<file path="config.mk">
export PLATFORM = sky130hd
export DESIGN_NAME = shift_seq_ctrl
export DESIGN_NICKNAME = d
export VERILOG_FILES = /design/src/rtl/shift_seq_pkg.sv /design/src/rtl/shift_step.sv /design/src/rtl/shift_seq_ctrl.sv
export SDC_FILE = /design/constraint.sdc
export NUM_CORES = 1
export LEC_CHECK = 0
export BUFFER_PORTS_ARGS = -buffer_cell sky130_fd_sc_hd__buf_2
export CAP_MARGIN = 20
export CORE_ASPECT_RATIO = 2
export CORE_MARGIN = 2
export CORE_UTILIZATION = 40
export CTS_CLUSTER_DIAMETER = 60
export DETAILED_ROUTE_END_ITERATION = 8
export GPL_ROUTABILITY_DRIVEN = 0
export GPL_TIMING_DRIVEN = 0
export PLACE_DENSITY_LB_ADDON = 0.12
export RECOVER_POWER = 25
export SLEW_MARGIN = 40
export SYNTH_ARGS = -nofsm -noshare
export SYNTH_HDL_FRONTEND = slang
export SYNTH_SLANG_ARGS = --single-unit
</file>
<file path="constraint.sdc">
create_clock -name clk -period 3.9 [get_ports clk]
set_input_delay 0.39 -clock clk [delete_from_list [all_inputs] [get_ports clk]]
set_output_delay 0.39 -clock clk [all_outputs]
set_load 0.01 [all_outputs]
</file>
<file path="src/rtl/shift_seq_pkg.sv">
// Shared encodings and sizing helpers for the multi-cycle shift sequencer.
package shift_seq_pkg;

  typedef enum logic [1:0] {
    OP_SRL  = 2'b00,
    OP_SRA  = 2'b01,
    OP_SLL  = 2'b10,
    OP_PASS = 2'b11
  } op_e;

  typedef enum logic [1:0] {
    IDLE  = 2'd0,
    SHIFT = 2'd1,
    DONE  = 2'd2
  } state_e;

  // Remaining-count width must hold the clamped amount L1 itself.
  function automatic int rem_width(input int l1);
    return $clog2(l1 + 1);
  endfunction

endpackage

</file>
<file path="src/rtl/shift_step.sv">
// Narrow combinational shift stage: moves d_in by 0..STEP positions per call.
module shift_step
  import shift_seq_pkg::*;
#(
  parameter int L1   = 8,
  parameter int STEP = 4,
  parameter int KW   = $clog2(STEP + 1)
) (
  input  op_e             op,
  input  logic            fill,
  input  logic [L1-1:0]   d_in,
  input  logic [KW-1:0]   k,
  output logic [L1-1:0]   d_out
);

  logic [L1-1:0] fill_mask;

  always_comb begin
    // Ones in the k vacated MSB positions of a right shift.
    fill_mask = ~({L1{1'b1}} >> k);
    unique case (op)
      OP_SRL, OP_SRA: d_out = (d_in >> k) | (fill_mask & {L1{fill}});
      OP_SLL:         d_out = d_in << k;
      default:        d_out = d_in;
    endcase
  end

endmodule

</file>
<file path="src/rtl/shift_seq_ctrl.sv">
// Shift sequencer controller: accepts one job, iterates the narrow stage, holds result.
module shift_seq_ctrl
  import shift_seq_pkg::*;
#(
  parameter int L1   = 8,
  parameter int L2   = 8,
  parameter int STEP = 4
) (
  input  logic          clk,
  input  logic          rst_n,
  input  logic          in_valid,
  output logic          in_ready,
  input  logic [1:0]    in_op,
  input  logic [L1-1:0] in_data,
  input  logic [L2-1:0] in_amt,
  output logic          out_valid,
  input  logic          out_ready,
  output logic [L1-1:0] out_data,
  output logic          busy
);

  localparam int RW = rem_width(L1);
  localparam int KW = $clog2(STEP + 1);

  state_e        state_q, state_d;
  op_e           op_q, op_d;
  logic [L1-1:0] data_q, data_d, step_out;
  logic [RW-1:0] rem_q, rem_d, amt_clamp;
  logic [KW-1:0] k;
  logic          fill;
  logic          in_ready_q, in_ready_d;
  logic          out_valid_q, out_valid_d;
  logic          busy_q, busy_d;

  always_comb begin
    amt_clamp = (32'(in_amt) >= 32'(L1)) ? RW'(L1) : RW'(in_amt);
    k         = (rem_q > RW'(STEP)) ? KW'(STEP) : KW'(rem_q);
    // The working MSB stays the original sign across SRA steps.
    fill      = (op_q == OP_SRA) & data_q[L1-1];
  end

  shift_step #(.L1(L1), .STEP(STEP), .KW(KW)) u_step (
    .op    (op_q),
    .fill  (fill),
    .d_in  (data_q),
    .k     (k),
    .d_out (step_out)
  );

  always_comb begin
    state_d = state_q;
    op_d    = op_q;
    data_d  = data_q;
    rem_d   = rem_q;
    unique case (state_q)
      IDLE: if (in_valid) begin
        op_d    = op_e'(in_op);
        data_d  = in_data;
        rem_d   = amt_clamp;
        state_d = (op_e'(in_op) == OP_PASS || amt_clamp == '0) ? DONE : SHIFT;
      end
      SHIFT: begin
        data_d = step_out;
        rem_d  = rem_q - RW'(k);
        if (rem_d == '0) state_d = DONE;
      end
      DONE: if (out_ready) state_d = IDLE;
      default: state_d = IDLE;
    endcase
    in_ready_d  = (state_d == IDLE);
    out_valid_d = (state_d == DONE);
    busy_d      = (state_d != IDLE);
  end

  always_ff @(posedge clk) begin
    if (!rst_n) begin
      state_q     <= IDLE;
      op_q        <= OP_SRL;
      data_q      <= '0;
      rem_q       <= '0;
      in_ready_q  <= 1'b1;
      out_valid_q <= 1'b0;
      busy_q      <= 1'b0;
    end else begin
      state_q     <= state_d;
      op_q        <= op_d;
      data_q      <= data_d;
      rem_q       <= rem_d;
      in_ready_q  <= in_ready_d;
      out_valid_q <= out_valid_d;
      busy_q      <= busy_d;
    end
  end

  assign in_ready  = in_ready_q;
  assign out_valid = out_valid_q;
  assign out_data  = data_q;
  assign busy      = busy_q;

endmodule

</file>
# == Yosys cells after proc, flatten, opt, wreduce, memory -nomap -nowiden ==
# Cells that the tools add are included.
# word_totals
regBits,19
latchBits,0
ram_bits,0
rom_bits,0
input_bits,22
out_inout_bits,11
elab_cells,49
mem_count,0
# classes
addsub,1
mul,0
div,0
order_cmp,2
eq_ne,8
n_shift,3
muxes,12
bitwise,4
n_reduce_logical,12
# ops
cell,count
$pmux W8 S2,2
$and A8 B8 Y8,1
$eq A2 B2 Y1 const B,4
$ge A8 B4 Y1 const B,1
$logic_not A4 Y1,2
$mux W2,4
$mux W4,2
$mux W8,1
$not A8 Y8,1
$or A8 B8 Y8,1
$pmux W4 S2,1
$shl A8 B3 Y8,1
$shr A8 B3 Y8,1
$shr A8 B3 Y8 const A,1
$logic_not A2 Y1,3
$pmux W2 S3,1
$eq A2 B1 Y1 const B,2
$gt A4 B3 Y1 const B,1
$reduce_and A2 Y1,2
$reduce_bool A2 Y1,2
$sub A4 B3 Y4,1
$mux W3,1
$ne A3 B1 Y1 const B,1
$reduce_and A3 Y1,1
other kinds (4),4

# == Logic depth before layout (Yosys ltp) ==
# depth
ltp_word,8
ltp_mapped,6
depth_no_buf,4

# == By module ==
# From an unflattened synthesis, not the netlist that was laid out.
# hier_totals
cells_unflattened,207
hier_area_um2,1645.3
# modules_own_cells
module,instances,cells_per_inst,area_per_inst_um2,seq_area_each_um2
shift_seq_ctrl,1,109,993.5,380.4
shift_step,1,98,651.9,0.0

# == Worst setup path before layout ==
# Ideal clock, no wire load.
# synth_timing
kind,register to register
start,reg data_q[4] (netlist: out_data[4])
end,reg data_q[3] (netlist: out_data[3])
setup_ns,0.136
arrival_time_ns,1.385
t_required_ns,3.764
path_slack_ns,2.379
path_stages_with_launch,6
synth_period_minus_slack_ns,1.521
cell_sequence,dfxtp_1 clkbuf_1 mux4_1 mux2_2 nand2_1 a41oi_1
# synth_between
elab_chain_len,4
# synth_lines
element,line,rtl
start: declaration,shift_seq_ctrl.sv:27,"logic [L1-1:0] data_q, data_d, step_out;"
start signal: assignment,shift_seq_ctrl.sv:87,data_q <= data_d;
$shr A8 B3 Y8,shift_step.sv:22,"OP_SRL, OP_SRA: d_out = (d_in >> k) | (fill_mask & {L1{fill}});"
$or A8 B8 Y8,shift_step.sv:22,
$pmux W8 S2 (*),shift_step.sv:21,unique case (op)
$pmux W8 S2 (*),shift_seq_ctrl.sv:55,unique case (state_q)
# Every way passes the cells marked *; elsewhere a longest branch is shown, timed or not.
# A chain may end at the register's enable or synchronous reset.

# == Final worst setup path ==
# layout_timing
start,reg rem_q[0]
end,reg data_q[3] (netlist: out_data[3])
# layout_between
elab_chain_len,8
# layout_lines
element,line,rtl
start: declaration,shift_seq_ctrl.sv:28,"logic [RW-1:0] rem_q, rem_d, amt_clamp;"
start signal: assignment,shift_seq_ctrl.sv:88,rem_q <= rem_d;
$gt A4 B3 Y1,shift_seq_ctrl.sv:37,k = (rem_q > RW'(STEP)) ? KW'(STEP) : KW'(rem_q);
$mux W3 (*),shift_seq_ctrl.sv:37,
$shr A8 B3 Y8,shift_step.sv:20,fill_mask = ~({L1{1'b1}} >> k);
$not A8 Y8,shift_step.sv:20,
$and A8 B8 Y8,shift_step.sv:22,
$or A8 B8 Y8,shift_step.sv:22,
$pmux W8 S2 (*),shift_step.sv:21,
$pmux W8 S2 (*),shift_seq_ctrl.sv:55,
# Marked as above.

==> summary.md <==
| Metric | Value |
|---|---|
| Status | `complete, no violations` |
| Max incr delay on CP | `0.47 ns` |
| Area leader, netlist | `dfxtp_1` |
| Min-Delay Path Class | `in2reg` |
| Worst r2r path cells | `5` |
| CP Class | `reg2reg` |
| Final wirelength | `4.74 mm` |
| Avg Vias per Cell | `6.07` |
| Filler instances | `408` |
| Gates resized, CTS repair | `0` |
| Max Fclk | `575 MHz` |
| Rows | `31` |
| Clock sink count | `19` |
| CP Max Fanout | `10` |
| FF-to-FF End | `out_data[3]` |
| Pin count of the biggest net entering global routing | `12` |
| Share of layout cells above drive strength 1 | `0.227` |
| CTS buffer count | `3` |
| Register area | `380 um2` |
| Pleak | `0.000664 uW` |
| Post-synth top area share | `0.248` |
| Setup TNS | `0 ns` |
| Mean area per synthesized cell | `8.34 um2` |
| Die height | `91.6 um` |
| Yosys cell types | `51` |
| Sw Pwr | `198 uW` |
| Endpoints failing hold | `0` |
| Initial drt markers | `91` |
| Most common cell after layout, fill and taps aside | `buf_2` |
| Logic pwr share | `0.314` |
| Wire per inst | `17.6 um` |
| Post-Syn Nets | `206` |
| Place WS | `2.10 ns` |
| Part of the power in registers | `0.430` |
| Worst hold endpoint | `out_data[3]` |
| Vias | `1632` |
| Max cap viols | `0` |
| Synth area leaders | `dfxtp_1 (25%), mux2i_1 (5.9%), o21ai_0 (5.5%)` |
| Clock Skews | `0.0121 ns` |
| GRT Total Usage | `0.240` |
| Main synth FF type | `dfxtp_1` |
| Switch share | `0.354` |
| Area Growth Syn to Fin | `16.9%` |
| Worst-Skew Late Latency | `0.27 ns` |
| PwrDens | `311 nW/um2` |
| Post-route ant nets | `0` |
| Critical Path AT | `1.88 ns` |
| Final slew viol count | `0` |
| Antenna violations before repair | `0` |
| DRC | `0` |
| CTS tree | `built` |
| Slew @ Worst Pin | `0.649 ns` |
| DP HPWL | `3.65 mm` |
| Worst vdd ir | `0.180 mV` |
| Placed Cells | `265` |
| Slowest CP cell | `dfxtp_1` |
| Gr ovfl total | `0` |
| Period utilization | `0.446` |
| Hold-fix buffers, CTS | `0` |
| FFs w/ async S/R, synth | `0` |
| Hold path startpoint | `rst_n` |
| Critical path launch point type | `flop` |
| H-tree depth | `1` |
| CP cell instances | `buf_6, nor3b_2, mux2_1, o211ai_1, a41oi_1` |
| EDFF count, synth | `0` |
| Buffers & Inverters on Critical Path | `1` |
| Die X | `47.8 um` |
| Nets | `243` |
| RSZ-0062 raised after global routing | `false` |
| Pint | `360 uW` |
| First-pass GRT wire length | `7.80 mm` |
| Warnings from Yosys | `0` |
| Starting density of the core | `0.421` |
| Final std cells w/o fill | `269` |
| Io pins | `33` |
| Cells after synthesis | `184` |
| Clock-pin slew on the worst setup and hold paths | `0.08 ns` |
| Netlist Area Pre-Place | `1540 um2` |
| Most frequent cells in the layout | `buf_2 (29), dfxtp_1 (19), o21ai_0 (17), clkbuf_1 (13), nand2_1 (10)` |
| Drt pass-1 iters | `4` |
| Critical R2R Launch | `rem_q[0]` |
| I/O Buffers | `32` |
| Core area | `3650 um2` |
| Root buffer cell | `clkbuf_8` |
| Start point of the critical path | `rem_q[0]` |
| Tmin final | `1.74 ns` |
| Post-route cell area | `1790 um2` |
| Worst Path Required | `4.04 ns` |
| Vias in the first global route | `1615` |
| Die area | `4380 um2` |
| Postcts setup bufs | `0` |
| Area of the multi-input gates | `1050 um2` |
| Setup crit end kind | `flop` |
| Clock power share | `0.256` |
| Worst path top cell family by delay | `flip-flops` |
| Fin worst setup slack | `2.16 ns` |
| Max clock buf depth | `2` |
| Rel. slew slack | `0.567` |
| FF+latch count, synth | `19` |
| Final setup violation count | `0` |
| Hold depth | `3` |
| Dpl cell area | `1760 um2` |
| FF-to-FF setup slack | `2.16 ns` |
| Antenna cells | `0` |
| Seq/Total Area, Yosys | `0.248` |
-- worst max path at each step --
stage,end,slack (ns),cells after the start
global placement,rem_q[1],2.13,6
global route,out_data[5],2.00,5
CTS,out_data[3],2.15,5
detailed placement,rem_q[0],2.10,6
finish,out_data[3],2.16,5
floorplan,out_data[3],2.38,5
-- registers in the layout (all words and copies together), names as in the netlist --
signal and cells:
in_ready 1, out_data 8, op_q 2, rem_q 4
out_valid 1, busy 1, state_q 2
-- metrics by stage --
| stage | total power (uW) | util | hold slack (ns) |
|---|---|---|---|
| 3_5_place_dp | 419 | 0.482 | 0.592 |
| 6_report | 558 | 0.492 | 0.391 |
| 4_1_cts | 558 | 0.495 | 0.394 |
| 5_1_grt | 595 | 0.492 | 0.408 |
| 2_1_floorplan | 356 | - | 0.532 |
| 3_3_place_gp | 417 | 0.482 | 0.596 |
-- worst register-to-register path: cells and delay by family (launching register included) --
family                 cells  cell delay, ns
muxes                      1            0.36
AOI/OAI and AO/OA          2            0.30
and+or+nand+nor            1            0.31
DFF                        1            0.47
buffers and inverters      1            0.19
-- area by class of cell --
class | instances | area share
buffer | 14 | 0.0446
clock buffer | 3 | 0.0230
clock inverter | 1 | 0.00279
inverter | 7 | 0.0146
multi-input combinational | 144 | 0.584
sequential | 19 | 0.212
tap | 49 | 0.0342
timing repair buffer | 32 | 0.0844
-- Yosys cell counts, drive strengths merged (2+ instances only) --
| cell | n |
|---|---|
| a21oi | 7 |
| inv | 7 |
| nor4b | 2 |
| nand4 | 3 |
| a211oi | 6 |
| a311oi | 3 |
| and2 | 4 |
| nand2 | 10 |
| o211ai | 3 |
| buf | 8 |
| nand3b | 3 |
| nor3b | 4 |
| a41oi | 6 |
| nand3 | 2 |
| o31ai | 2 |
| nor4 | 2 |
| o31a | 2 |
| nor2 | 9 |
| and3 | 3 |
| dfxtp | 19 |
| or2 | 2 |
| clkbuf | 6 |
| o21a | 2 |
| o21bai | 2 |
| nor2b | 3 |
| mux2i | 9 |
| mux2 | 6 |
| mux4 | 4 |
| or3 | 4 |
| o21ai | 20 |
| nand2b | 5 |
| nor3 | 7 |
-- power groups by stage --
stage,clock network (uW),logic (uW),registers (uW)
after floorplan,0,115,241
after global placement,0,175,242
after detailed placement,0,176,243
after CTS,143,177,239
after global routing,156,195,244
final,143,175,240
-- layer usage --
| metal | vias to the layer above | track usage | share of wire |
|---|---|---|---|
| li1 | 775 | - | - |
| met1 | 763 | 0.285 | 0.37 |
| met5 | - | 0 | 0 |
| met3 | 21 | 0.0256 | 0.047 |
| met2 | 73 | 0.399 | 0.55 |
| met4 | 0 | 0.115 | 0.035 |
-- logic make-up after synthesis --
logic type,synth area share
AOI/OAI and AO/OA,0.269
buffers and inverters,0.0693
DFF,0.248
muxes,0.166
and+or+nand+nor,0.248
(Power assumes the default switching activity.)
